<file path="src/rtl/pipeline_pkg.sv">
// Shared pipeline types and constants.
// Used by the fetch stage and its skid buffer.
package pipeline_pkg;

  localparam int unsigned PC_WIDTH    = 8;
  localparam int unsigned INSTR_WIDTH = 32;
  localparam int unsigned OPCODE_HI   = 31;
  localparam int unsigned OPCODE_LO   = 26;

  localparam logic [5:0] HALT_OPCODE = 6'b111111;

  localparam logic [INSTR_WIDTH-1:0] NOP = '0;

  typedef enum logic [1:0] {
    REQ,
    HOLD,
    HALT
  } fetch_state_e;

endpackage

</file>
<file path="src/rtl/fetch_skid_buffer.sv">
// One-entry skid buffer holding a fetched word
// and its PC+1 while the IF/ID latch is stalled.
module fetch_skid_buffer #(
  parameter int unsigned DW = 32,
  parameter int unsigned AW = 8
) (
  input  logic          clk,
  input  logic          rst_n,
  input  logic          clr_i,
  input  logic          load_i,
  input  logic          drain_i,
  input  logic [DW-1:0] data_i,
  input  logic [AW-1:0] pcn_i,
  output logic          full_o,
  output logic [DW-1:0] data_o,
  output logic [AW-1:0] pcn_o
);

  logic          full_q;
  logic [DW-1:0] data_q;
  logic [AW-1:0] pcn_q;

  always_ff @(posedge clk or negedge rst_n) begin
    if (!rst_n) begin
      full_q <= 1'b0;
      data_q <= '0;
      pcn_q  <= '0;
    end else if (clr_i) begin
      full_q <= 1'b0;
    end else if (load_i) begin
      full_q <= 1'b1;
      data_q <= data_i;
      pcn_q  <= pcn_i;
    end else if (drain_i) begin
      full_q <= 1'b0;
    end
  end

  assign full_o = full_q;
  assign data_o = data_q;
  assign pcn_o  = pcn_q;

endmodule

</file>
<file path="src/rtl/instruction_fetch.sv">
// IF stage: owns the PC, talks req/ready to imem,
// skids one stalled word, redirects and halts.
module instruction_fetch #(
  parameter int unsigned PC_WIDTH    = pipeline_pkg::PC_WIDTH,
  parameter int unsigned INSTR_WIDTH = pipeline_pkg::INSTR_WIDTH,
  parameter logic [PC_WIDTH-1:0] RESET_PC = '0,
  parameter logic [5:0] HALT_OPCODE  = pipeline_pkg::HALT_OPCODE
) (
  input  logic                   clk,
  input  logic                   reset,
  input  logic                   stall_IF,
  input  logic                   branch_taken,
  input  logic [PC_WIDTH-1:0]    branch_target,
  output logic                   imem_req,
  output logic [PC_WIDTH-1:0]    imem_addr,
  input  logic                   imem_ready,
  input  logic [INSTR_WIDTH-1:0] imem_rdata,
  input  logic                   enableDebug,
  input  logic                   resetDebug,
  output logic [PC_WIDTH-1:0]    programCounter_out,
  output logic [INSTR_WIDTH-1:0] instruction_out,
  output logic                   instr_valid,
  output logic                   halted,
  output logic [15:0]            fetch_count
);

  import pipeline_pkg::*;

  fetch_state_e state_q, state_d;

  logic [PC_WIDTH-1:0]    pc_q, pc_d;
  logic                   req_q, req_d;
  logic [PC_WIDTH-1:0]    addr_q, addr_d;
  logic [INSTR_WIDTH-1:0] instr_q, instr_d;
  logic [PC_WIDTH-1:0]    pcout_q, pcout_d;
  logic                   valid_q, valid_d;
  logic                   halted_q, halted_d;
  logic [15:0]            count_q, count_d;
  logic                   squash_q, squash_d;

  logic                   xfer;
  logic                   buf_load;
  logic                   buf_drain;
  logic                   buf_clr;
  logic                   buf_full;
  logic [INSTR_WIDTH-1:0] buf_data;
  logic [PC_WIDTH-1:0]    buf_pcn;

  function automatic logic is_halt(
    input logic [INSTR_WIDTH-1:0] w
  );
    return w[OPCODE_HI:OPCODE_LO] == HALT_OPCODE;
  endfunction

  assign xfer = req_q & imem_ready;

  always_comb begin
    state_d   = state_q;
    pc_d      = pc_q;
    req_d     = req_q;
    addr_d    = addr_q;
    instr_d   = instr_q;
    pcout_d   = pcout_q;
    valid_d   = valid_q;
    halted_d  = halted_q;
    count_d   = count_q;
    squash_d  = squash_q;
    buf_load  = 1'b0;
    buf_drain = 1'b0;
    buf_clr   = 1'b0;

    if (resetDebug) begin
      state_d  = REQ;
      pc_d     = RESET_PC;
      req_d    = 1'b0;
      addr_d   = '0;
      instr_d  = NOP;
      pcout_d  = '0;
      valid_d  = 1'b0;
      halted_d = 1'b0;
      count_d  = '0;
      squash_d = 1'b0;
      buf_clr  = 1'b1;
    end else if (branch_taken
                 && state_q != HALT) begin
      state_d = REQ;
      pc_d    = branch_target;
      buf_clr = 1'b1;
      instr_d = NOP;
      valid_d = 1'b0;
      // A pending request must finish at its old address
      if (req_q && !imem_ready) begin
        squash_d = 1'b1;
      end else begin
        squash_d = 1'b0;
        req_d    = 1'b1;
        addr_d   = branch_target;
      end
    end else if (!enableDebug) begin
      if (xfer) begin
        req_d = 1'b0;
        if (squash_q) begin
          squash_d = 1'b0;
        end else begin
          buf_load = 1'b1;
          pc_d     = pc_q + 1'b1;
          state_d  = HOLD;
        end
      end
    end else begin
      unique case (state_q)
        REQ: begin
          if (xfer && squash_q) begin
            squash_d = 1'b0;
            req_d    = 1'b1;
            addr_d   = pc_q;
            if (!stall_IF) begin
              instr_d = NOP;
              valid_d = 1'b0;
            end
          end else if (xfer) begin
            pc_d = pc_q + 1'b1;
            if (stall_IF) begin
              buf_load = 1'b1;
              state_d  = HOLD;
              req_d    = 1'b0;
            end else begin
              instr_d = imem_rdata;
              pcout_d = addr_q + 1'b1;
              valid_d = 1'b1;
              if (count_q != 16'hFFFF)
                count_d = count_q + 1'b1;
              if (is_halt(imem_rdata)) begin
                state_d  = HALT;
                halted_d = 1'b1;
                req_d    = 1'b0;
              end else begin
                req_d  = 1'b1;
                addr_d = pc_q + 1'b1;
              end
            end
          end else begin
            req_d = 1'b1;
            if (!req_q)
              addr_d = pc_q;
            if (!stall_IF) begin
              instr_d = NOP;
              valid_d = 1'b0;
            end
          end
        end
        HOLD: begin
          if (!stall_IF && buf_full) begin
            buf_drain = 1'b1;
            instr_d   = buf_data;
            pcout_d   = buf_pcn;
            valid_d   = 1'b1;
            if (count_q != 16'hFFFF)
              count_d = count_q + 1'b1;
            if (is_halt(buf_data)) begin
              state_d  = HALT;
              halted_d = 1'b1;
            end else begin
              state_d = REQ;
              req_d   = 1'b1;
              addr_d  = pc_q;
            end
          end
        end
        HALT: begin
          req_d = 1'b0;
          if (!stall_IF) begin
            instr_d = NOP;
            valid_d = 1'b0;
          end
        end
        default: state_d = REQ;
      endcase
    end
  end

  always_ff @(posedge clk or negedge reset) begin
    if (!reset) begin
      state_q  <= REQ;
      pc_q     <= RESET_PC;
      req_q    <= 1'b0;
      addr_q   <= '0;
      instr_q  <= NOP;
      pcout_q  <= '0;
      valid_q  <= 1'b0;
      halted_q <= 1'b0;
      count_q  <= '0;
      squash_q <= 1'b0;
    end else begin
      state_q  <= state_d;
      pc_q     <= pc_d;
      req_q    <= req_d;
      addr_q   <= addr_d;
      instr_q  <= instr_d;
      pcout_q  <= pcout_d;
      valid_q  <= valid_d;
      halted_q <= halted_d;
      count_q  <= count_d;
      squash_q <= squash_d;
    end
  end

  fetch_skid_buffer #(
    .DW (INSTR_WIDTH),
    .AW (PC_WIDTH)
  ) u_skid (
    .clk     (clk),
    .rst_n   (reset),
    .clr_i   (buf_clr),
    .load_i  (buf_load),
    .drain_i (buf_drain),
    .data_i  (imem_rdata),
    .pcn_i   (addr_q + 1'b1),
    .full_o  (buf_full),
    .data_o  (buf_data),
    .pcn_o   (buf_pcn)
  );

  assign imem_req           = req_q;
  assign imem_addr          = addr_q;
  assign instruction_out    = instr_q;
  assign programCounter_out = pcout_q;
  assign instr_valid        = valid_q;
  assign halted             = halted_q;
  assign fetch_count        = count_q;

endmodule

</file>
<file path="config.mk">
export PLATFORM = sky130hd
export DESIGN_NAME = instruction_fetch
export DESIGN_NICKNAME = d
export VERILOG_FILES = /design/src/rtl/pipeline_pkg.sv /design/src/rtl/fetch_skid_buffer.sv /design/src/rtl/instruction_fetch.sv
export SDC_FILE = /design/constraint.sdc
export NUM_CORES = 1
export LEC_CHECK = 0
export ABC_AREA = 1
export BUFFER_PORTS_ARGS = -buffer_cell sky130_fd_sc_hd__buf_2
export CORE_AREA = 2 2 105 127
export CTS_CLUSTER_SIZE = 25
export DETAILED_ROUTE_END_ITERATION = 12
export DIE_AREA = 0 0 107 129
export PLACE_DENSITY_LB_ADDON = 0.2
export SYNTH_ARGS = -nofsm -noshare
export SYNTH_HDL_FRONTEND = slang
export SYNTH_SLANG_ARGS = --single-unit
</file>
<file path="constraint.sdc">
create_clock -name clk -period 2 [get_ports clk]
set_input_delay 0.2 -clock clk [delete_from_list [all_inputs] [get_ports clk]]
set_output_delay 0.2 -clock clk [all_outputs]
set_load 0.02 [all_outputs]
</file>
==> run_results.csv <==
group,metric,value,unit
synthesis,postSynthAreaPerCell,7.142,um2
critical_path,cp_slowest_cell,"dfrtp_1",
grt,grt_use_total,28.79,%
synthesis,ys_seq_area_share,41.41,%
critical_path,crit_cells,13,
place,finalWeightedCongestion,0.9139,
critical_path,r2r_setup_slack,0.14,ns
job,drv_cap,0,
critical_path,cp-end-kind,"flip-flop",
critical_path,crit_chain,"inv_1 > ha_1 > inv_2 > nand2_4 > buf_4 > nand2_1 > nor2_1 > nand2_1 > nand2_2 > nor2_4 > nand3_4 > nand2_1 > nand2_1",
floorplanning,initial_core_util,57.28,%
layout,fin_nets,1188,
routing,wl_per_cell,14.72,um
clock_network,cts_buffers,17,
routing,ant_nets,0,
critical_path,startpoint_type,"flip-flop",
critical_path,critPathMaxFanout,16,
synthesis,synthCells,1007,
sta,drv_slew,0,
clock_network,clkLatencyLatePin,0.42,ns
sta,finalCritPeriodShare,93.17,%
clock_network,numClockSinks,119,
critical_path,path_common_cell,"nand2_1",
synthesis,ys_types,33,
routing,avgViaCountPerCell,5.520,
sta,hold_viol_final,0,
min_path,hold_depth,3,
min_path,holdCritPathClass,"in2reg",
synthesis,syn_area,0.007192,mm2
critical_path,r2r_cells,13,
critical_path,cp.required,2.31,ns
clock_network,tritoncts,"built",
routing,drc_errors,0,
synthesis,synth_flop_cell,"dfrtp_1",
synthesis,syn_nets,1061,
layout,area_growth,22.67,%
grt,grt-ovfl-total,0,
synthesis,yosysTopAreaCell,"dfrtp_1",
pwr,seqPwrFrac,37.7,%
pwr,leakagePower,4.465,nW
sta,rsz0062_at_grt,"false",
grt,grt_antenna_before_repair,0,
pwr,total_power,0.008717,W
clock_network,clkTransAtPathRegs,0.06,ns
sta,period_needed,1.863,ns
layout,layout-drive-gt1-share,19.18,%
grt,grt_first_pass_wirelength,31950,um
pwr,power_frac_comb,25.8,%
routing,via_count,7237,
pwr,switchingPower,0.002892,W
critical_path,path_class,"reg2reg",
pwr,swShare,33.18,%
floorplanning,num_rows,45,
routing,routed_wl,19300,um
place,portBuffers,113,
floorplanning,die_area,0.01380,mm2
floorplanning,die_h,129,um
sta,worst_slew_pin_slew,0.6274,ns
pwr,internal_power,0.005824,W
synthesis,synth_warnings,0,
pwr,ir_worst_vdd,0.6332,mV
floorplanning,ioPinCount,114,
layout,antenna_cells,0,
synthesis,synth_seq_cells,119,
synthesis,synth_edf_count,0,
pwr,clockPowerShare,36.5,%
critical_path,path_buf_inv,3,
clock_network,htreeDepth,4,
sta,setup_violations,0,
status,status,"completed",
layout,final_common_cell,"nand2_1",
sta,finClkSkew,0.01087,ns
clock_network,cts_buffer_depth,2,
floorplanning,core,0.01256,mm2
sta,max-slew-margin-rel,58.17,%
critical_path,max_stage_delay,0.39,ns
grt,grt_pass1_vias,6898,
layout,fillers,1047,
sta,setup-tns-final,0,ns
layout,final_cell_mix,"nand2_1, dfrtp_1, buf_2",
floorplanning,die_x,107,um
routing,drt_iter0_markers,400,
pwr,p_per_area,988.0,mW/mm2
grt,grt_max_degree,43,
synthesis,async_reset_ff_share,100.0,%
synthesis,yosysTopAreaCellShare,41.41,%
critical_path,arrival,2.17,ns
critical_path,cp_top_family,"simple AND/OR/NAND/NOR gates",
sta,max_freq,536.7,MHz
clock_network,ctsRootBufferMaster,"clkbuf_16",
place,dp_hpwl,13030,um
synthesis,synthTopCellsByArea,"dfrtp_1, nand2_1, o211ai_1, nor2_1, nand3_1",
routing,dr.pass1.iters,5,
-- sequential cells by signal (all words and copies together) (netlist names) --
| register | cells |
|---|---|
| pc_q | 8 |
| imem_req | 1 |
| u_skid.pcn_o | 8 |
| squash_q | 1 |
| imem_addr | 8 |
| state_q | 2 |
| instr_valid | 1 |
| halted | 1 |
| instruction_out | 32 |
| programCounter_out | 8 |
| u_skid.data_o | 32 |
| fetch_count | 16 |
| u_skid.full_o | 1 |
-- cell usage after synthesis, types with 2 or more instances --
library cell,count
a21oi_1,45
inv_2,12
nand2_4,4
o21bai_1,3
or2_2,2
nor2_4,4
nand3_1,64
nand2_2,6
o21ai_1,9
buf_4,5
ha_1,7
inv_1,40
o211ai_1,63
nand3b_1,12
xor2_1,11
buf_2,20
nor2_2,4
nor2_1,89
buf_6,3
clkbuf_1,20
buf_1,6
nand4_1,5
nor3_1,5
o21ai_0,64
o21ai_2,2
dfrtp_1,119
nand2_1,377
-- final cells by class --
cell class,count,area (um2),share of cell area [%]
Timing Repair Buffer,162,1051,11.91
Multi-Input combinational cell,781,3774,42.77
Sequential cell,119,2978,33.75
Inverter,53,202.7,2.298
Tap cell,164,205.2,2.326
Clock inverter,13,178.9,2.028
Clock buffer,19,432.9,4.907
-- layer usage --
metal  wire length (um)  global-route usage, %  part of all wire [%]
met5                  0                      0                     0
met4                461                  11.84                   2.4
met3               1034                  6.028                   5.4
met2               9792                  49.91                    51
met1               8009                  34.96                    42
-- worst register-to-register path: cells and delay by family, from the launching register on --
family,cells,cell delay [ns]
adder cells (fa/ha/maj),1,0.24
buffers and inverters,3,0.37
flip-flops,1,0.39
AND/OR/NAND/NOR,9,0.75
-- cell families after synthesis --
family                     Yosys count  share of synthesized area, %
xor gates and xnor gates            12                         1.461
and+or+nand+nor                    574                         33.58
AOI/OAI and AO/OA                  188                         15.83
DFF                                119                         41.41
adders and majority gates            7                         1.218
buffers and inverters              107                         6.506
-- worst paths after layout --
path                                  startpoint               endpoint
max                                   state_q[0]           imem_addr[5]
min                               imem_rdata[20]      u_skid.data_o[20]
max reg2reg                           state_q[0]           imem_addr[5]
min reg2reg                programCounter_out[3]  programCounter_out[3]
max in group asynchronous                  reset    instruction_out[27]
min in group asynchronous                  reset                pc_q[5]
-- through the flow --
step	std cells	utilization, %	setup WS (ns)	area, um2	hold slack, ns
finish	1311	70.26	0.1366	8822	0.01168
global route	1311	70.26	0.01427	8822	0.006197
CTS	1309	69.80	0.06996	8763	0.0002968
detailed placement	1261	63.65	0.07110	7991	0.2492
global placement	1261	63.65	0.09535	7991	0.2414
floorplan	1007	-	0.2599	7192	-0.09559
-- power by group through the flow --
stage	combinational (W)	clock (W)	sequential [W]
after floorplan	0.00143	0	0.00335
final	0.00225	0.00318	0.00329
after CTS	0.00223	0.00322	0.00328
after global placement	0.00214	0	0.00329
after global routing	0.00252	0.00334	0.00334
after detailed placement	0.00220	0	0.00330
-- repair_timing --
item,4_1_cts,5_1_grt
endpoints found under the hold margin,54,0
setup endpoints to repair,0,69
buffers inserted,0,2
hold buffers,16,0
gates resized for setup,0,12
(Power assumes the default switching activity.)
